==> config.mk <==
export PLATFORM = sky130hd
export DESIGN_NAME = mealy_win_stat
export DESIGN_NICKNAME = d
export VERILOG_FILES = /design/src/rtl/mealy_win_pkg.sv /design/src/rtl/mealy_win_report.sv /design/src/rtl/mealy_win_stat.sv
export SDC_FILE = /design/constraint.sdc
export NUM_CORES = 1
export LEC_CHECK = 0
export CORE_UTILIZATION = 40
export DETAILED_ROUTE_END_ITERATION = 8
export SYNTH_ARGS = -nofsm -noshare
export SYNTH_HDL_FRONTEND = slang
export SYNTH_SLANG_ARGS = --single-unit
==> constraint.sdc <==
create_clock -name clk -period 4.3 [get_ports clk]
set_input_delay 0.645 -clock clk [delete_from_list [all_inputs] [get_ports clk]]
set_output_delay 0.645 -clock clk [all_outputs]
set_load 0.01 [all_outputs]
==> src/rtl/mealy_win_pkg.sv <==
// Shared types for the mealy windowed hit statistics stage.
// MEALY_WIN_GAP_EN adds the minimum hit gap field to the report payload.
package mealy_win_pkg;

    localparam int unsigned WIN_IDX_W = 8;
    // Count fields travel at this width; narrower counters are zero-extended into it.
    localparam int unsigned RPT_CNT_W = 32;

    typedef enum logic {
        IDLE = 1'b0,
        RUN  = 1'b1
    } win_state_e;

    typedef struct packed {
        logic [RPT_CNT_W-1:0] hits;
        logic [WIN_IDX_W-1:0] win_idx;
        logic                 lost;
`ifdef MEALY_WIN_GAP_EN
        logic [RPT_CNT_W-1:0] min_gap;
`endif
    } win_rpt_t;

endpackage

==> src/rtl/mealy_win_report.sv <==
// Report holding register with valid/ready handshake and sticky loss flag.
// MEALY_WIN_GAP_EN adds the rpt_min_gap field.
module mealy_win_report
    import mealy_win_pkg::*;
#(
    parameter int unsigned CNT_W = 9
) (
    input  logic                 clk,
    input  logic                 rst_n,
    input  logic                 load,
    input  win_rpt_t             rpt_d,
    input  logic                 rpt_ready,
    output logic                 rpt_valid,
    output logic [CNT_W-1:0]     rpt_hits,
    output logic [WIN_IDX_W-1:0] rpt_win_idx,
    output logic                 rpt_lost
`ifdef MEALY_WIN_GAP_EN
    ,
    output logic [CNT_W-1:0]     rpt_min_gap
`endif
);

    logic             lost_pend;
    logic             can_load_c;
    logic [CNT_W-1:0] hits_sat_c;

    // A new report may load when the slot is empty or is being drained this edge.
    assign can_load_c = !rpt_valid || rpt_ready;
    assign hits_sat_c = (|(rpt_d.hits >> CNT_W)) ? '1 : rpt_d.hits[CNT_W-1:0];

`ifdef MEALY_WIN_GAP_EN
    logic [CNT_W-1:0] gap_sat_c;
    assign gap_sat_c = (|(rpt_d.min_gap >> CNT_W)) ? '1 : rpt_d.min_gap[CNT_W-1:0];
`endif

    always_ff @(posedge clk) begin
        if (!rst_n) begin
            rpt_valid   <= 1'b0;
            rpt_hits    <= '0;
            rpt_win_idx <= '0;
            rpt_lost    <= 1'b0;
            lost_pend   <= 1'b0;
`ifdef MEALY_WIN_GAP_EN
            rpt_min_gap <= '0;
`endif
        end else if (load && can_load_c) begin
            rpt_valid   <= 1'b1;
            rpt_hits    <= hits_sat_c;
            rpt_win_idx <= rpt_d.win_idx;
            rpt_lost    <= rpt_d.lost | lost_pend;
            lost_pend   <= 1'b0;
`ifdef MEALY_WIN_GAP_EN
            rpt_min_gap <= gap_sat_c;
`endif
        end else if (load) begin
            lost_pend <= 1'b1;
        end else if (rpt_valid && rpt_ready) begin
            rpt_valid <= 1'b0;
        end
    end

endmodule

==> src/rtl/mealy_win_stat.sv <==
// Windowed hit statistics downstream of the mealy detector: FSM, sample/hit counters.
// MEALY_WIN_GAP_EN adds minimum hit-gap tracking and the rpt_min_gap port.
module mealy_win_stat
    import mealy_win_pkg::*;
#(
    parameter int unsigned WIN_LEN = 256,
    parameter int unsigned CNT_W   = 9
) (
    input  logic                 clk,
    input  logic                 rst_n,
    input  logic                 start,
    input  logic                 stop,
    input  logic                 k,
    input  logic                 k_en,
    output logic                 busy,
    output logic                 rpt_valid,
    input  logic                 rpt_ready,
    output logic [CNT_W-1:0]     rpt_hits,
    output logic [WIN_IDX_W-1:0] rpt_win_idx,
    output logic                 rpt_lost
`ifdef MEALY_WIN_GAP_EN
    ,
    output logic [CNT_W-1:0]     rpt_min_gap
`endif
);

    localparam int unsigned      SMP_W    = $clog2(WIN_LEN);
    localparam logic [SMP_W-1:0] SMP_LAST = SMP_W'(WIN_LEN - 1);

    if (WIN_LEN < 2 || CNT_W < $clog2(WIN_LEN + 1) || CNT_W > RPT_CNT_W) begin : g_bad_cfg
        $error("mealy_win_stat: illegal WIN_LEN/CNT_W combination");
    end

    win_state_e           state;
    logic [SMP_W-1:0]     smp_cnt;
    logic [CNT_W-1:0]     hit_cnt;
    logic [WIN_IDX_W-1:0] win_idx;
    logic                 win_end_c;
    logic [CNT_W-1:0]     hit_sum_c;
    win_rpt_t             rpt_d_c;

    // stop outranks a coinciding window end, so the window is discarded.
    assign win_end_c = (state == RUN) && !stop && k_en && (smp_cnt == SMP_LAST);
    assign hit_sum_c = (k && (hit_cnt != '1)) ? hit_cnt + CNT_W'(1) : hit_cnt;

`ifdef MEALY_WIN_GAP_EN
    logic [CNT_W-1:0] since_cnt;
    logic [CNT_W-1:0] min_gap;
    logic             seen_hit;
    logic [CNT_W-1:0] min_nxt_c;

    // Minimum including the current sample, so the window-end sample is counted.
    assign min_nxt_c = (k && seen_hit && (since_cnt < min_gap)) ? since_cnt : min_gap;
`endif

    always_comb begin
        rpt_d_c         = '0;
        rpt_d_c.hits    = RPT_CNT_W'(hit_sum_c);
        rpt_d_c.win_idx = win_idx;
        rpt_d_c.lost    = 1'b0;
`ifdef MEALY_WIN_GAP_EN
        rpt_d_c.min_gap = RPT_CNT_W'(min_nxt_c);
`endif
    end

    always_ff @(posedge clk) begin
        if (!rst_n) begin
            state   <= IDLE;
            busy    <= 1'b0;
            smp_cnt <= '0;
            hit_cnt <= '0;
            win_idx <= '0;
`ifdef MEALY_WIN_GAP_EN
            since_cnt <= '0;
            min_gap   <= '1;
            seen_hit  <= 1'b0;
`endif
        end else begin
            unique case (state)
                IDLE: begin
                    if (start) begin
                        state   <= RUN;
                        busy    <= 1'b1;
                        smp_cnt <= '0;
                        hit_cnt <= '0;
                        win_idx <= '0;
`ifdef MEALY_WIN_GAP_EN
                        since_cnt <= '0;
                        min_gap   <= '1;
                        seen_hit  <= 1'b0;
`endif
                    end
                end
                RUN: begin
                    if (stop) begin
                        state <= IDLE;
                        busy  <= 1'b0;
                    end else if (win_end_c) begin
                        smp_cnt <= '0;
                        hit_cnt <= '0;
                        win_idx <= win_idx + WIN_IDX_W'(1);
`ifdef MEALY_WIN_GAP_EN
                        since_cnt <= '0;
                        min_gap   <= '1;
                        seen_hit  <= 1'b0;
`endif
                    end else if (k_en) begin
                        smp_cnt <= smp_cnt + SMP_W'(1);
                        hit_cnt <= hit_sum_c;
`ifdef MEALY_WIN_GAP_EN
                        if (k) begin
                            since_cnt <= CNT_W'(1);
                            seen_hit  <= 1'b1;
                            min_gap   <= min_nxt_c;
                        end else if (since_cnt != '1) begin
                            since_cnt <= since_cnt + CNT_W'(1);
                        end
`endif
                    end
                end
            endcase
        end
    end

    mealy_win_report #(
        .CNT_W(CNT_W)
    ) u_report (
        .clk         (clk),
        .rst_n       (rst_n),
        .load        (win_end_c),
        .rpt_d       (rpt_d_c),
        .rpt_ready   (rpt_ready),
        .rpt_valid   (rpt_valid),
        .rpt_hits    (rpt_hits),
        .rpt_win_idx (rpt_win_idx),
        .rpt_lost    (rpt_lost)
`ifdef MEALY_WIN_GAP_EN
        ,
        .rpt_min_gap (rpt_min_gap)
`endif
    );

endmodule

; Word-level counts from Yosys, hierarchy flattened
; Index checks and enable logic that the tools add are counted.
[totals]
regBits = 47
latchBits = 0
mem_bits_rw = 0
mem_bits_ro = 0
out_inout_bits = 20
word_cells = 61
n_memories = 0
[op_classes]
add_sub_neg = 3
mul = 0
n_div = 0
order_cmp = 0
eq_ne = 8
n_shift = 0
n_mux = 23
n_bitwise = 2
n_reduce_logical = 15
[ops]
columns = cell, count
row1 = $mux W8, 6
row2 = $mux W9, 5
row3 = $pmux W8 S2, 2
row4 = $pmux W9 S2, 1
row5 = $add A8 B1 Y8 const B, 2
row6 = $add A9 B1 Y9 const B, 1
row7 = $ne A9 B9 Y1 const B, 1
row8 = $eq A8 B8 Y1 const B, 1
row9 = $ne A2 B2 Y1 const B, 4
row10 = $mux W1, 7
row11 = $logic_and A1 B1 Y1, 6
row12 = $reduce_and A3 Y1, 2
row13 = $pmux W1 S2, 2
row14 = $reduce_and A2 Y1, 2
row15 = $ne A3 B2 Y1 const B, 1
row16 = $logic_not A1 Y1, 2
row17 = $ne A2 B1 Y1 const B, 1
row18 = $not A1 Y1, 2
row19 = $reduce_bool A2 Y1, 1
row20 = $reduce_or A2 Y1, 1
row21 = $logic_or A1 B1 Y1, 1

; Logic depth before layout (Yosys ltp)
[logic_depth]
ltp_word = 7
ltp_mapped = 9
ltp_nobuf = 8

; Modules after synthesis
; From an unflattened synthesis, not the netlist that was laid out.
[hier_totals]
hier_cells = 250
area_unflattened_um2 = 2304.7
[modules_own_cells]
columns = mod, n_inst, cells_each, area_each_um2, seq_area_each_um2
row1 = mealy_win_stat, 1, 175, 1501.4, 540.5
row2 = mealy_win_report, 1, 75, 803.3, 400.4

; Least setup slack after synthesis
; No wires, ideal clock.
[synth_path]
kind = in2reg
startpoint = input port stop
endpoint = register u_report.rpt_lost
setup_ns = 0.117
arrival_ns = 1.790
required_ns = 4.183
setup_slack_ns = 2.393
cell_stages = 5
n_path_buf = 1
path_cell_list = nand3b_2 -> nor3_4 -> a21oi_4 -> buf_6 -> a22o_2
[synth_between]
elab_chain_cells = 5
[synth_lines]
columns = element, line
row1 = start: declaration, mealy_win_stat.sv:12  ; input logic stop,
row2 = $logic_not A1 Y1, mealy_win_stat.sv:43  ; assign win_end_c = (state == RUN) && !stop && k_en && (smp_cnt == SMP_LAST);
row3 = $logic_and A1 B1 Y1 (3 in a row), mealy_win_stat.sv:43
row4 = $logic_and A1 B1 Y1, mealy_win_report.sv:46  ; end else if (load && can_load_c) begin
row5 = end signal: assignment, mealy_win_report.sv:50  ; rpt_lost <= rpt_d.lost | lost_pend;
row6 = end: declaration, mealy_win_report.sv:16  ; output logic rpt_lost
; No other way between the ends.
; A chain may end at the register's enable or synchronous reset.

; Worst setup path after layout
[layout_path]
startpoint = register hit_cnt[0]
endpoint = register hit_cnt[4]
[layout_between]
elab_chain_cells = 7
elab_cells_between_ends = 8
cone_classes = add/sub: 1 / eq/ne: 1 / mux: 5 / reduce/logical: 1
[layout_lines]
columns = element, line
row1 = start: declaration, mealy_win_stat.sv:36  ; logic [CNT_W-1:0] hit_cnt;
row2 = start signal: assignment, mealy_win_stat.sv:109  ; hit_cnt <= hit_sum_c;
row3 = "parallel branches: the longest is 2 deep, another holds $add A9 B1 Y9", -
row4 = $mux W9 (*), mealy_win_stat.sv:44  ; assign hit_sum_c = (k && (hit_cnt != '1)) ? hit_cnt + CNT_W'(1) : hit_cnt;
row5 = $mux W9 (*), mealy_win_stat.sv:107  ; end else if (k_en) begin
row6 = $mux W9 (*), mealy_win_stat.sv:98  ; end else if (win_end_c) begin
row7 = $mux W9 (*), mealy_win_stat.sv:95  ; if (stop) begin
row8 = $pmux W9 S2 (*), mealy_win_stat.sv:79  ; unique case (state)
; Mark *: on every way between the ends. The select of a mux whose other input is x is not followed.

==> results.cfg <==
[timing]
rsz0062_at_grt = false
final.min_clock_period_ns = 2.440
tightest_slew_ns = 0.7388
final.setup.tns_ns = 0
maxSlewHeadroom_pct = 50.65
hold_viol_final = 0
timing.final.max_slew_violations = 0
setup_violations = 0
post-route-period-util_pct = 56.75
max_freq_ghz = 0.4098
finalClockSkew_ns = 0.007702

[power_and_ir_drop]
p_leak_uw = 0.0008780
p_int_uw = 625.5
switchingPower_uw = 185.8
pwr-share-comb_pct = 4.8
power.density_mw_per_mm2 = 324.1
p_seq_share_pct = 54.1
p_clk_share_pct = 41.1
swShare_pct = 22.90
vdd_drop_max_mv = 0.1469

[global_routing]
grt_util_met1_pct = 25.97
antenna_found_initial = 0
grt_pass1_wl_um = 7238
grt_use_met3_pct = 3.213
grt_overflow = 0
busiest_layer = met1
grt_max_degree = 20
globalRouteMet2Util_pct = 23.62
grt_use_total_pct = 17.24
grt_pass1_vias = 1452

[cts]
cts_buffers = 5
clk_pin_slew_worst_paths_ns = 0.09
postCtsSetupRepairBufs = 0
cts_tree = yes
cts_resized = 0
cts.htree.levels = 2
cts-root-buf = clkbuf_8
clock_latency_ns = 0.30
cts_hold_buf = 0
clock_path_buffers = 2
cts_sinks = 47

[floorplanning]
die_area_mm2 = 0.005623
ios = 27
design.core.area_mm2 = 0.005107
row_count = 26
chipWidth_um = 74.99
start_util_pct = 41.72
die_h_um = 74.99

[drt]
drtAntennaViolNets = 0
vias = 1665
drt-total-wl_um = 4308
wl_per_cell_um = 13.76
drt-vias-per-instance = 5.319
drc = 0
dr.pass1.iters = 4
first_iter_violations = 83

[worst_hold_path]
hold_path.class = reg2reg

[worst_setup_path]
r2r_end = hit_cnt[4]
cp-end-kind = flip-flop
critical_path_depth = 8
start_kind = flip-flop
slowest_delay_ns = 0.59
critPathArrivalTime_ns = 2.66
crit_type = reg2reg
path_delay_family = simple AND/OR/NAND/NOR gates
cp.required_ns = 4.52
worst-path-buf-inv = 0
r2r_cells = 8
critPathLaunch = hit_cnt[0]
r2r_slack_ns = 1.86
worstSetupEndpoint = hit_cnt[4]
crit_fanout = 9
reg2reg_from = hit_cnt[0]
cp_slowest_cell = nor2b_1
crit_path_frequent_cell = ha_1
path_cells = ha_1, nand3_1, nor2_1, ha_1, nor2b_1, nand4_1, or3_1, a31oi_1

[logic_synthesis]
ys_async_sr_fraction_pct = 0
syn_inst = 221
syn-cell-area_mm2 = 0.002131
synth_top_flop_cell = dfxtp_1
yosysUniqueCellTypes = 50
ys_seq_area_share_pct = 44.16
syn-num-nets = 232
synth_edf_count = 0
ys_warn_count = 0
syn_area_per_cell_um2 = 9.642
synth-seq-cells = 47

[layout]
layout-drive-gt1-share_pct = 7.819
nNetsFinal = 253
num_antenna_cells = 0
fillCellCount = 516
final_util_pct = 49.02
area_delta_synth_final_pct = 17.50
seqCellArea_um2 = 940.9
multiInputGateArea_mm2 = 0.001081

[place]
place.gp.congestion = 0.8489
hpwl_um = 3038
io_buffers = 26

[run_status]
status = finished, final reports clean

[run]
cap_violations = 0
[registers in the layout (all words and copies together), names as in the netlist]
signal	count
hit_cnt	9
u_report.rpt_hits	9
smp_cnt	8
u_report.rpt_win_idx	8
win_idx	8
busy	1
state	1
u_report.lost_pend	1
u_report.rpt_lost	1
u_report.rpt_valid	1
[layer usage]
layer / up-vias / part of all wire (%)
met5: - / 0
met4: 0 / 1.6
met3: 6 / 3.2
met2: 35 / 42
met1: 774 / 53
li1: 850 / -
[through the flow]
stage               cells  area [µm²]  setup slack, ns  total power, µW  hold WS (ns)
floorplan             221        2131            2.393            474.6        0.4417
global placement      305        2389            1.561            488.1        0.4484
detailed placement    305        2389            1.567            487.9        0.4503
CTS                   313        2504            1.874            823.8        0.4813
global route          313        2504            1.691            850.7        0.5022
finish                313        2504            1.860            811.3        0.4800
[area by class of cell]
cell class	count	area share (%)
clock inverter	3	1.849
multi-input combinational	157	43.18
clock buffer	5	2.749
tap	70	3.498
sequential	47	37.58
inverter	5	0.7496
timing repair buffer	26	10.39
[cell families after synthesis]
group / synth area share, %
compound gates: 21.96
xor+xnor: 5.755
fa+ha+maj: 2.349
buf+inv: 5.108
flops: 44.16
mux: 1.879
simple gates: 18.79
[Yosys cell counts (all sizes together) (5+ instances only)]
master | n | area share [%]
nor3 | 6 | 1.9
a21oi | 16 | 4.5
nand2 | 10 | 1.8
a22o | 15 | 6.5
xnor2 | 7 | 2.9
nor2 | 15 | 2.6
buf | 8 | 3.5
nand3 | 12 | 2.8
dfxtp | 47 | 44
nand4 | 5 | 1.5
o21ai | 10 | 2.3
xor2 | 7 | 2.9
[cell usage in the layout (no fill, tap or decap), drive strengths merged, types with 4 or more instances in the layout]
cell type and count:
a22o 15, nand3 12, and3 4, xor2 7
nand4 5, mux2i 4, ha 4, dfxtp 47
nor3 6, inv 5, nand2 10, clkbuf 5
nand2b 4, nor2 15, xnor2 7, o21ai 10
or3 4, clkdlybuf4s50 26, a21oi 16
[worst reg2reg max path: cells and delay by family (launching register included)]
family / cells / cell delay [ns]
flops: 1 / 0.35
fa+ha+maj: 2 / 0.46
compound gates: 1 / 0.16
simple gates: 5 / 1.40
[power groups by stage]
stage / Clock, µW / Combinational (µW) / Sequential, µW
finish: 334 / 38.7 / 439
global route: 368 / 42.9 / 440
CTS: 346 / 38.7 / 439
detailed placement: 0 / 38.6 / 449
global placement: 0 / 38.8 / 449
floorplan: 0 / 26.3 / 448
[worst min path at each step]
stage	start	slack, ns	cells past startpoint	endpoint
finish	u_report.rpt_hits[8]	0.48	1	u_report.rpt_hits[8]
global route	u_report.rpt_hits[8]	0.50	1	u_report.rpt_hits[8]
CTS	u_report.rpt_hits[1]	0.48	1	u_report.rpt_hits[1]
detailed placement	u_report.rpt_hits[1]	0.45	1	u_report.rpt_hits[1]
global placement	u_report.lost_pend	0.45	1	u_report.lost_pend
floorplan	u_report.lost_pend	0.44	1	u_report.lost_pend
Note: power is estimated with default switching activity, not from simulation.
